$ cat src/rtl/serial_alu_pkg.sv
// serial_alu_pkg
//   Shared definitions for the bit-serial ALU: op_code values, FSM state
//   encoding and the helper that picks the carry seeded into the carry
//   register when an operation is accepted.
package serial_alu_pkg;

    typedef enum logic [2:0] {
        OP_ADD   = 3'b000,  // a + b + c_in
        OP_SUB   = 3'b001,  // a + ~b + 1
        OP_AND   = 3'b010,
        OP_OR    = 3'b011,
        OP_XOR   = 3'b100,
        OP_NOTA  = 3'b101,
        OP_PASSA = 3'b110,
        OP_PASSB = 3'b111
    } op_e;

    typedef enum logic [1:0] {
        S_IDLE = 2'd0,
        S_RUN  = 2'd1,
        S_DONE = 2'd2
    } state_e;

    // SUB is a + ~b with the +1 supplied as the initial carry; logic and
    // pass ops start with no carry so c_out ends at 0.
    function automatic logic init_carry(input logic [2:0] op, input logic c_in);
        logic c;
        c = 1'b0;
        if (op == OP_ADD) c = c_in;
        if (op == OP_SUB) c = 1'b1;
        return c;
    endfunction

endpackage

$ cat src/rtl/alu_slice.sv
// alu_slice
//   One-bit combinational ALU datapath used by serial_alu, one bit per clock.
//   Ports:
//     a, b     : operand bits
//     c_in     : carry into this bit (from the carry register)
//     op_code  : operation select (serial_alu_pkg::op_e values)
//     o        : result bit
//     c_out    : carry out of this bit (0 for logic / pass ops)
module alu_slice
    import serial_alu_pkg::*;
(
    input  logic       a,
    input  logic       b,
    input  logic       c_in,
    input  logic [2:0] op_code,
    output logic       o,
    output logic       c_out
);

    logic bx;

    always_comb begin
        // SUB reuses the adder with B inverted.
        bx    = (op_code == OP_SUB) ? ~b : b;
        o     = 1'b0;
        c_out = 1'b0;
        case (op_code)
            OP_ADD, OP_SUB: begin
                o     = a ^ bx ^ c_in;
                c_out = (a & bx) | (a & c_in) | (bx & c_in);
            end
            OP_AND:   o = a & b;
            OP_OR:    o = a | b;
            OP_XOR:   o = a ^ b;
            OP_NOTA:  o = ~a;
            OP_PASSA: o = a;
            OP_PASSB: o = b;
            default: begin
                o     = 1'b0;
                c_out = 1'b0;
            end
        endcase
    end

endmodule

$ cat src/rtl/serial_alu.sv
// serial_alu
//   Bit-serial ALU: operands are latched with start, processed LSB first one
//   bit per clock through alu_slice, and the result plus flags are committed
//   to registered outputs on entry to DONE.
//   Ports:
//     clk, rst_n           : clock, asynchronous active-low reset
//     start                : begin an operation (honoured only in IDLE/DONE)
//     a, b, c_in, op_code  : operands, carry-in, op select (sampled with start)
//     busy                 : high in RUN
//     done                 : one-cycle pulse in DONE
//     o, p, z, c_out       : result, parity, zero flag, final carry
//   Timing: the start edge latches operands, the next WIDTH edges process
//   one bit each, and one further edge commits the result, so done rises
//   WIDTH+1 edges after the start edge.
module serial_alu
    import serial_alu_pkg::*;
#(
    parameter int WIDTH = 8
) (
    input  logic             clk,
    input  logic             rst_n,
    input  logic             start,
    input  logic [WIDTH-1:0] a,
    input  logic [WIDTH-1:0] b,
    input  logic             c_in,
    input  logic [2:0]       op_code,
    output logic             busy,
    output logic             done,
    output logic [WIDTH-1:0] o,
    output logic             p,
    output logic             z,
    output logic             c_out
);

    localparam int                CNT_W    = $clog2(WIDTH);
    localparam logic [CNT_W-1:0] LAST_BIT = CNT_W'(WIDTH - 1);

    state_e           state_q;
    logic [WIDTH-1:0] a_q, b_q, res_q;
    logic [2:0]       op_q;
    logic             carry_q;
    logic [CNT_W-1:0] cnt_q;
    logic             last_q;   // all WIDTH bits processed; next RUN edge commits

    logic bit_d, carry_d;

    alu_slice u_slice (
        .a       (a_q[0]),
        .b       (b_q[0]),
        .c_in    (carry_q),
        .op_code (op_q),
        .o       (bit_d),
        .c_out   (carry_d)
    );

    always_ff @(posedge clk or negedge rst_n) begin
        if (!rst_n) begin
            state_q <= S_IDLE;
            busy    <= 1'b0;
            done    <= 1'b0;
            o       <= '0;
            p       <= 1'b0;
            z       <= 1'b0;
            c_out   <= 1'b0;
            a_q     <= '0;
            b_q     <= '0;
            res_q   <= '0;
            op_q    <= '0;
            carry_q <= 1'b0;
            cnt_q   <= '0;
            last_q  <= 1'b0;
        end else begin
            case (state_q)
                S_IDLE, S_DONE: begin
                    done <= 1'b0;
                    if (start) begin
                        a_q     <= a;
                        b_q     <= b;
                        op_q    <= op_code;
                        carry_q <= init_carry(op_code, c_in);
                        cnt_q   <= '0;
                        last_q  <= 1'b0;
                        state_q <= S_RUN;
                        busy    <= 1'b1;
                    end else begin
                        state_q <= S_IDLE;
                        busy    <= 1'b0;
                    end
                end
                S_RUN: begin
                    if (last_q) begin
                        state_q <= S_DONE;
                        busy    <= 1'b0;
                        done    <= 1'b1;
                        o       <= res_q;
                        p       <= ^res_q;
                        z       <= (res_q == '0);
                        c_out   <= carry_q;
                    end else begin
                        // Result bits enter at the MSB so the word is in
                        // place after WIDTH shifts.
                        a_q     <= a_q >> 1;
                        b_q     <= b_q >> 1;
                        res_q   <= {bit_d, res_q[WIDTH-1:1]};
                        carry_q <= carry_d;
                        // Counter holds at its last value rather than wrapping.
                        if (cnt_q == LAST_BIT) last_q <= 1'b1;
                        else                   cnt_q  <= cnt_q + CNT_W'(1);
                    end
                end
                default: begin
                    state_q <= S_IDLE;
                    busy    <= 1'b0;
                    done    <= 1'b0;
                end
            endcase
        end
    end

endmodule

$ cat config.mk
export PLATFORM = sky130hd
export DESIGN_NAME = serial_alu
export DESIGN_NICKNAME = d
export VERILOG_FILES = /design/src/rtl/serial_alu_pkg.sv /design/src/rtl/alu_slice.sv /design/src/rtl/serial_alu.sv
export SDC_FILE = /design/constraint.sdc
export NUM_CORES = 1
export LEC_CHECK = 0
export ABC_AREA = 1
export CAP_MARGIN = 10
export CORE_MARGIN = 2
export CORE_UTILIZATION = 35
export DETAILED_ROUTE_END_ITERATION = 8
export GPL_TIMING_DRIVEN = 0
export PLACE_DENSITY = 0.59
export SLEW_MARGIN = 5
export SYNTH_ARGS = -nofsm -noshare
export SYNTH_HDL_FRONTEND = slang
export SYNTH_SLANG_ARGS = --single-unit
$ cat constraint.sdc
create_clock -name clk -period 2.1 [get_ports clk]
set_input_delay 0.525 -clock clk [delete_from_list [all_inputs] [get_ports clk]]
set_output_delay 0.525 -clock clk [all_outputs]
set_load 0.02 [all_outputs]
## Word level (Yosys, flattened, before mapping)

Index checks and enable logic that the tools add are counted.

- Register bits: 47
- Bits of input ports: 23
- Output and inout bits: 13
- Logic and storage cells: 87

- $add $sub $neg: 1
- Eq/ne operators: 15
- Multiplexer cells: 30
- Bitwise logic cells: 13
- Reductions and logical operators: 14

Operator list:

| kind | count |
|---|---|
| $mux 8 | 4 |
| $pmux 8 s2 | 2 |
| $eq 3x3->1 const B | 5 |
| $mux 1 | 14 |
| $mux 3 | 3 |
| $logic_not 8->1 | 1 |
| $ne 2x2->1 const B | 4 |
| $reduce_and 2->1 | 4 |
| $reduce_xor 8->1 | 1 |
| $pmux 1 s7 | 1 |
| $eq 3x1->1 const B | 2 |
| $eq 3x2->1 const B | 2 |
| $logic_not 3->1 | 2 |
| $pmux 1 s2 | 3 |
| $pmux 3 s2 | 1 |
| $and 1x1->1 | 4 |
| $pmux 2 s2 | 1 |
| $reduce_and 4->1 | 1 |
| $reduce_or 2->1 | 2 |
| $add 3x1->3 const B | 1 |
| $not 1->1 | 3 |
| $or 1x1->1 | 3 |
| $reduce_and 3->1 | 1 |
| $xor 1x1->1 | 3 |
| 5 further kinds | 5 |

## Depth between registers and ports, before layout

Gate-level depths: netlist of the first run.

- Word-level depth: 8
- Gate-level depth with buffers: 8

## By module

Synthesis of the first run repeated with hierarchy kept, for this count alone.

- Cell total of the unflattened synthesis: 286
- Area total of the unflattened synthesis: 2284.7 um^2

Modules (own cells, without submodules):

| module | instances | cells each | area an instance (um^2) | sequential area each (um^2) |
|---|---|---|---|---|
| serial_alu | 1 | 257 | 2129.5 | 1176.1 |
| alu_slice | 1 | 29 | 155.1 | 0.0 |

## Least setup slack after synthesis of the first run

OpenSTA, ideal clock, no wires.

- Kind: flip-flop to flip-flop
- From: register op_q[1]
- To: register res_q[7]
- Library setup time: 0.121 ns
- Arrival time: 1.493 ns
- Required time: 1.979 ns
- Path slack: 0.486 ns
- Cell stages (with the launch flop): 9
- Period minus slack after synthesis: 1.614 ns
- Cells stage by stage: dfrtp_1 > nor2_1 > nand2_1 > xor2_1 > fa_1 > nand2_1 > nand2_1 > nor2_1 > a21oi_1

- Longest elaborated chain between the ends: 5
- Elaborated cells on any way between the ends: 13

RTL lines:

| item | RTL line | text |
|---|---|---|
| from (decl) | serial_alu.sv:40 | `logic [2:0] op_q;` |
| from (signal assigned) | serial_alu.sv:79 | `op_q <= op_code;` |
| $eq 3x1->1 | alu_slice.sv:24, alu_slice.sv:27 |  |
| $mux 1 | alu_slice.sv:24 | `bx = (op_code == OP_SUB) ? ~b : b;` |
| $xor 1x1->1 (2 in a row) | alu_slice.sv:29 | `o = a ^ bx ^ c_in;` |
| $pmux 1 s7 (*) | alu_slice.sv:27 | `case (op_code)` |
| to (signal assigned) | serial_alu.sv:104 | `res_q <= {bit_d, res_q[WIDTH-1:1]};` |
| to (decl) | serial_alu.sv:39 | `logic [WIDTH-1:0] a_q, b_q, res_q;` |

Mark *: on every way between the ends. The rest lies on a longest branch, timed or not.
A chain may end at the register's enable or synchronous reset.

==> results of run 1 <==
power by group through the flow:
stage / combinational (mW) / sequential (mW) / clock (mW)
finish: 2.41 / 1.51 / 0.545
global route: 2.76 / 1.56 / 0.602
CTS: 2.45 / 1.51 / 0.567
detailed placement: 2.45 / 1.53 / 0
global placement: 2.41 / 1.52 / 0
floorplan: 1.71 / 1.61 / 0
cell usage after synthesis, drive strengths merged:
| master | n | area, µm² |
|---|---|---|
| nand2 | 64 | 260 |
| dfrtp | 46 | 1150 |
| o21ai | 38 | 235 |
| inv | 36 | 135 |
| o211ai | 14 | 165 |
| nor2 | 11 | 65.1 |
| buf | 9 | 72.6 |
| ha | 8 | 100 |
| nand3 | 7 | 35.0 |
| a21oi | 2 | 10.0 |
| xnor2 | 2 | 17.5 |
| fa | 1 | 20.0 |
| nand4 | 1 | 6.26 |
| o22ai | 1 | 6.26 |
| o31ai | 1 | 7.51 |
| xor2 | 1 | 8.76 |
area by class of cell:
cell class	instances	area, µm²	share of cell area
buffer	9	72.6	0.0255
tap	77	96.3	0.0338
sequential	46	1150	0.404
inverter	36	135	0.0475
timing repair buffer	36	365	0.128
clock inverter	3	21.3	0.00747
multi-input combinational	151	937	0.329
clock buffer	5	68.8	0.0242
per-stage QoR:
stage	setup TNS, ns	hold slack [ns]
6_report	0	0.148
5_1_grt	0	0.174
4_1_cts	0	0.163
3_5_place_dp	0	0.469
3_3_place_gp	-38.92	0.461
2_1_floorplan	0	0.229
cell families after synthesis:
family | count (synthesis)
adder cells (fa/ha/maj) | 9
buffers and inverters | 45
flip-flops | 46
XOR/XNOR | 3
AND/OR/NAND/NOR | 83
AO/OA/AOI/OAI | 56
routing by layer:
metal,vias to the layer above,track usage,share of wire
li1,869,-,-
met1,759,0.172,0.47
met4,0,0.0433,0.0096
met2,41,0.222,0.47
met5,-,0,0
met3,6,0.0340,0.052
state kept, by name (all words and copies together), names as in the netlist, 2 cells and up:
| signal | cells |
|---|---|
| cnt_q | 3 |
| o | 8 |
| b_q | 8 |
| state_q | 2 |
| op_q | 3 |
| a_q | 8 |
| res_q | 8 |
path summary, 6_finish.rpt:
check / start / to
setup / recovery: state_q[0] / busy
hold / removal: rst_n / o[0]
setup reg to reg: op_q[1] / res_q[7]
hold reg to reg: cnt_q[1] / cnt_q[1]
max in group asynchronous: rst_n / a_q[5]
min in group clk: cnt_q[1] / cnt_q[1]
==> flow_metrics.py, run 1 <==
metrics = {
    "synth": {
        "synthCells": 242,
        "synth_compound_gate_area_share": 0.185,
        "synth_area_um2": 2300,
        "synth.net_count": 274,
        "yosys.area_share.adder": 0.0523,
        "synthMuxAreaShare": 0,
        "ys_seq_elements": 46,
        "ys_seq_area_frac": 0.501,
        "synth_top_family_by_area": "compound AO/OA/AOI/OAI gates",
        "synthDistinctLibCells": 26,
        "syn_avg_cell_area_um2": 9.49,
        "yosysWarnings": 0,
        "synthSimpleGateAreaFrac": 0.160,
        "synthXorXnorAreaFrac": 0.0114,
    },
    "finish": {
        "layout_commonest_cell": "nand2_1",
        "final_cell_area_um2": 2850,
        "final_cell_mix": "nand2_1 (60), dfrtp_1 (46), clkdlybuf4s50_1 (34)",
        "drive_above_1_share": 0.185,
        "instances_no_fill": 363,
        "nNetsFinal": 317,
        "antenna_cells": 0,
        "area_delta_synth_final_pct": 24.0,
        "final_core_util": 0.448,
        "fillCellCount": 635,
    },
    "setup_path": {
        "required_ns": 1.57,
        "crit_buf_inv": 1,
        "crit_path_max_incr_delay_ns": 0.65,
        "critical_path_depth": 1,
        "crit_path_end_kind": "output pin",
        "r2r_setup_slack_ns": 0.33,
        "critPathTopFamily": "buffers and inverters",
        "slowest_stage": "clkdlybuf4s50_1",
        "cp_max_fo": 3,
        "cp-start-kind": "flip-flop",
        "reg2reg_depth": 8,
        "worstSetupPathType": "reg -> out",
        "path_cells": "clkdlybuf4s50_1",
        "crit_arrival_ns": 1.34,
    },
    "grt": {
        "track_usage": 0.134,
        "grt_max_degree": 30,
        "grt_pass1_wl_um": 7690,
        "overflow": 0,
        "antenna_found_initial": 0,
        "first_global_vias": 1688,
    },
    "flow_run": {
        "cap_violations": 0,
    },
    "pwr": {
        "netSwitchingPower_mw": 1.95,
        "p_int_mw": 2.51,
        "power_density_nw_per_um2": 1570,
        "clock_power_share": 0.122,
        "switching_share": 0.438,
        "finalPower_mw": 4.46,
        "leakage_nw": 1.34,
        "combPwrFrac": 0.540,
        "irDropWorstVdd_mv": 0.660,
        "pwr-share-seq": 0.338,
    },
    "placement": {
        "gp_congestion": 0.815,
        "io_buffers": 35,
        "placed_area_um2": 2760,
        "post-place-ws_ns": 0.352,
        "dp_hpwl_um": 3260,
        "dp.cells": 355,
    },
    "cts": {
        "cts-root-buf": "clkbuf_8",
        "cts_tree": "done",
        "hold_buffers": 0,
        "clock_sinks": 46,
        "htreeDepth": 2,
        "clockBufferDepth": 2,
        "cts_setup_buffers": 0,
        "post_cts_resized": 0,
        "clk_latency_ns": 0.30,
        "cts_buffers": 5,
        "clk_pin_slew_worst_paths_ns": 0.09,
    },
    "routing": {
        "vias": 1675,
        "wirelength_um": 4370,
        "avgRoutedWirePerCell_um": 12.0,
        "first_pass_iters": 4,
        "final_antenna_net_count": 0,
        "drt_iter0_drc": 77,
        "avgViaCountPerCell": 4.61,
        "drc_errors": 0,
    },
    "sta": {
        "hold_viol": 0,
        "worstMarginPinSlew_ns": 0.444,
        "fmax_mhz": 535,
        "fin_crit_sh": 0.890,
        "slew_headroom": 0.704,
        "setup_slack_ns": 0.231,
        "rsz0062_at_grt": "false",
        "min_period_ns": 1.87,
        "finalSetupViolCount": 0,
        "report.final.slew_viol_count": 0,
        "skew_ns": 0.0112,
    },
    "status": {
        "status": "finished, final reports clean",
    },
    "floorplan": {
        "fp.dieW_um": 85.0,
        "start_util": 0.362,
        "rows": 29,
        "dieHeight_um": 85.0,
        "die_area_um2": 7220,
        "core_area_um2": 6350,
        "io_pins": 36,
    },
    "min_path": {
        "min_path_type": "in -> async",
    },
}
Power figures use the tool's default switching activity.
==> run 2: changes to the inputs <==
--- a/config.mk
+++ b/config.mk
@@ -7,11 +7,13 @@
 export LEC_CHECK = 0
 export ABC_AREA = 1
 export CAP_MARGIN = 10
+export CELL_PAD_IN_SITES_DETAIL_PLACEMENT = 0
+export CELL_PAD_IN_SITES_GLOBAL_PLACEMENT = 2
 export CORE_MARGIN = 2
-export CORE_UTILIZATION = 35
+export CORE_UTILIZATION = 33
 export DETAILED_ROUTE_END_ITERATION = 8
 export GPL_TIMING_DRIVEN = 0
-export PLACE_DENSITY = 0.59
+export PLACE_DENSITY = 0.82
 export SLEW_MARGIN = 5
 export SYNTH_ARGS = -nofsm -noshare
 export SYNTH_HDL_FRONTEND = slang
==> flow_metrics.py, run 2 (same netlist as run 1, synthesis figures left out) <==
metrics = {
    "grt": {
        "track_usage": 0.136,
        "antenna_found_initial": 0,
        "overflow": 0,
        "first_global_vias": 1669,
        "grt_max_degree": 34,
        "grt_pass1_wl_um": 8020,
    },
    "placement": {
        "dp.cells": 358,
        "io_buffers": 35,
        "dp_hpwl_um": 3350,
        "post-place-ws_ns": 0.314,
        "placed_area_um2": 2760,
        "gp_congestion": 0.780,
    },
    "setup_path": {
        "cp_max_fo": 3,
        "path_cells": "clkdlybuf4s50_1",
        "r2r_setup_slack_ns": 0.33,
        "r2r-end": "res_q[7]",
        "r2r-start": "op_q[1]",
        "critPathTopFamily": "buffers and inverters",
        "slowest_stage": "clkdlybuf4s50_1",
        "crit_path_end_kind": "output pin",
        "cp-start-kind": "flip-flop",
        "crit_path_max_incr_delay_ns": 0.62,
        "required_ns": 1.57,
        "crit_buf_inv": 1,
        "worstSetupPathType": "reg -> out",
        "reg2reg_depth": 8,
        "crit_arrival_ns": 1.35,
    },
    "finish": {
        "area_delta_synth_final_pct": 26.3,
        "drive_above_1_share": 0.185,
        "nNetsFinal": 317,
        "instances_no_fill": 366,
        "final_core_util": 0.429,
        "layout_commonest_cell": "nand2_1",
        "final_cell_mix": "nand2_1 (60), dfrtp_1 (46), clkdlybuf4s50_1 (34)",
        "antenna_cells": 0,
        "final_cell_area_um2": 2900,
    },
    "sta": {
        "finalSetupViolCount": 0,
        "hold_viol": 0,
        "setup_slack_ns": 0.220,
        "whs_ns": 0.102,
        "fmax_mhz": 532,
        "tns_ns": 0,
        "min_period_ns": 1.88,
        "slew_headroom": 0.770,
        "report.final.slew_viol_count": 0,
        "fin_crit_sh": 0.895,
        "worstMarginPinSlew_ns": 0.346,
        "skew_ns": 0.0183,
        "rsz0062_at_grt": "false",
    },
    "cts": {
        "clk_latency_ns": 0.31,
        "cts_setup_buffers": 0,
        "clockBufferDepth": 2,
        "clock_sinks": 46,
        "htreeDepth": 2,
        "cts_tree": "done",
        "hold_buffers": 0,
        "post_cts_resized": 0,
        "clk_pin_slew_worst_paths_ns": 0.10,
        "cts_buffers": 5,
        "cts-root-buf": "clkbuf_8",
    },
    "routing": {
        "final_antenna_net_count": 0,
        "vias": 1676,
        "drc_errors": 0,
        "wirelength_um": 4610,
        "avgRoutedWirePerCell_um": 12.6,
        "avgViaCountPerCell": 4.58,
        "drt_iter0_drc": 102,
        "first_pass_iters": 5,
    },
    "min_path": {
        "min_path_type": "in -> async",
    },
    "pwr": {
        "finalPower_mw": 4.72,
        "power_density_nw_per_um2": 1630,
        "leakage_nw": 1.36,
        "irDropWorstVdd_mv": 0.696,
    },
    "floorplan": {
        "fp.dieW_um": 87.4,
        "io_pins": 36,
        "rows": 30,
        "core_area_um2": 6760,
        "die_area_um2": 7640,
        "start_util": 0.340,
        "dieHeight_um": 87.4,
    },
    "flow_run": {
        "cap_violations": 0,
    },
    "status": {
        "status": "finished, final reports clean",
    },
}
[run 2: changes by cell type in the layout (fill, tap and decap cells not counted), sizes merged]
cell / before / now
clkinvlp: 1 / 0
clkinv: 2 / 1
bufinv: 0 / 2
[run 2: worst max-delay path by stage]
stage / start / to / slack (ns) / depth (start not counted)
after floorplan: op_q[1] / res_q[7] / 0.49 / 8
after global placement: rst_n / b_q[3] / -0.90 / 1
after global routing: state_q[0] / busy / 0.15 / 1
after detailed placement: start / cnt_q[0] / 0.31 / 6
final: state_q[0] / busy / 0.22 / 1
after CTS: state_q[0] / busy / 0.20 / 1
[run 2: area by class of cell]
| class | instances | area, µm² |
|---|---|---|
| Fill cell | 690 | 3860 |
| Clock inverter | 3 | 68.8 |
| Tap cell | 80 | 100 |
| Inverter | 36 | 135 |
| Buffer | 9 | 72.6 |
| Clock buffer | 5 | 68.8 |
| Timing Repair Buffer | 36 | 365 |
| Sequential cell | 46 | 1150 |
| Multi-Input combinational cell | 151 | 937 |
[run 2: routing by layer]
layer	part of all wire	routed length (µm)	global-route usage
met5	0	0	0
met2	0.46	2100	0.227
met4	0.011	50	0.0336
met1	0.49	2250	0.173
met3	0.043	200	0.0379
[run 2: report_power, final]
| part | total, mW | switching, mW | internal, mW |
|---|---|---|---|
| registers | 1.51 | 0.216 | 1.29 |
| clock network | 0.803 | 0.326 | 0.477 |
| logic | 2.41 | 1.43 | 0.983 |
| total | 4.72 | 1.97 | 2.75 |
==> run 3: changes to the inputs <==
--- a/config.mk
+++ b/config.mk
@@ -6,6 +6,7 @@
 export NUM_CORES = 1
 export LEC_CHECK = 0
 export ABC_AREA = 1
+export ABC_CLOCK_PERIOD_IN_PS = 2100
 export CAP_MARGIN = 10
 export CELL_PAD_IN_SITES_DETAIL_PLACEMENT = 0
 export CELL_PAD_IN_SITES_GLOBAL_PLACEMENT = 2
==> results of run 3 <==
Final layout, timing and power as in run 2 (identical DEF).
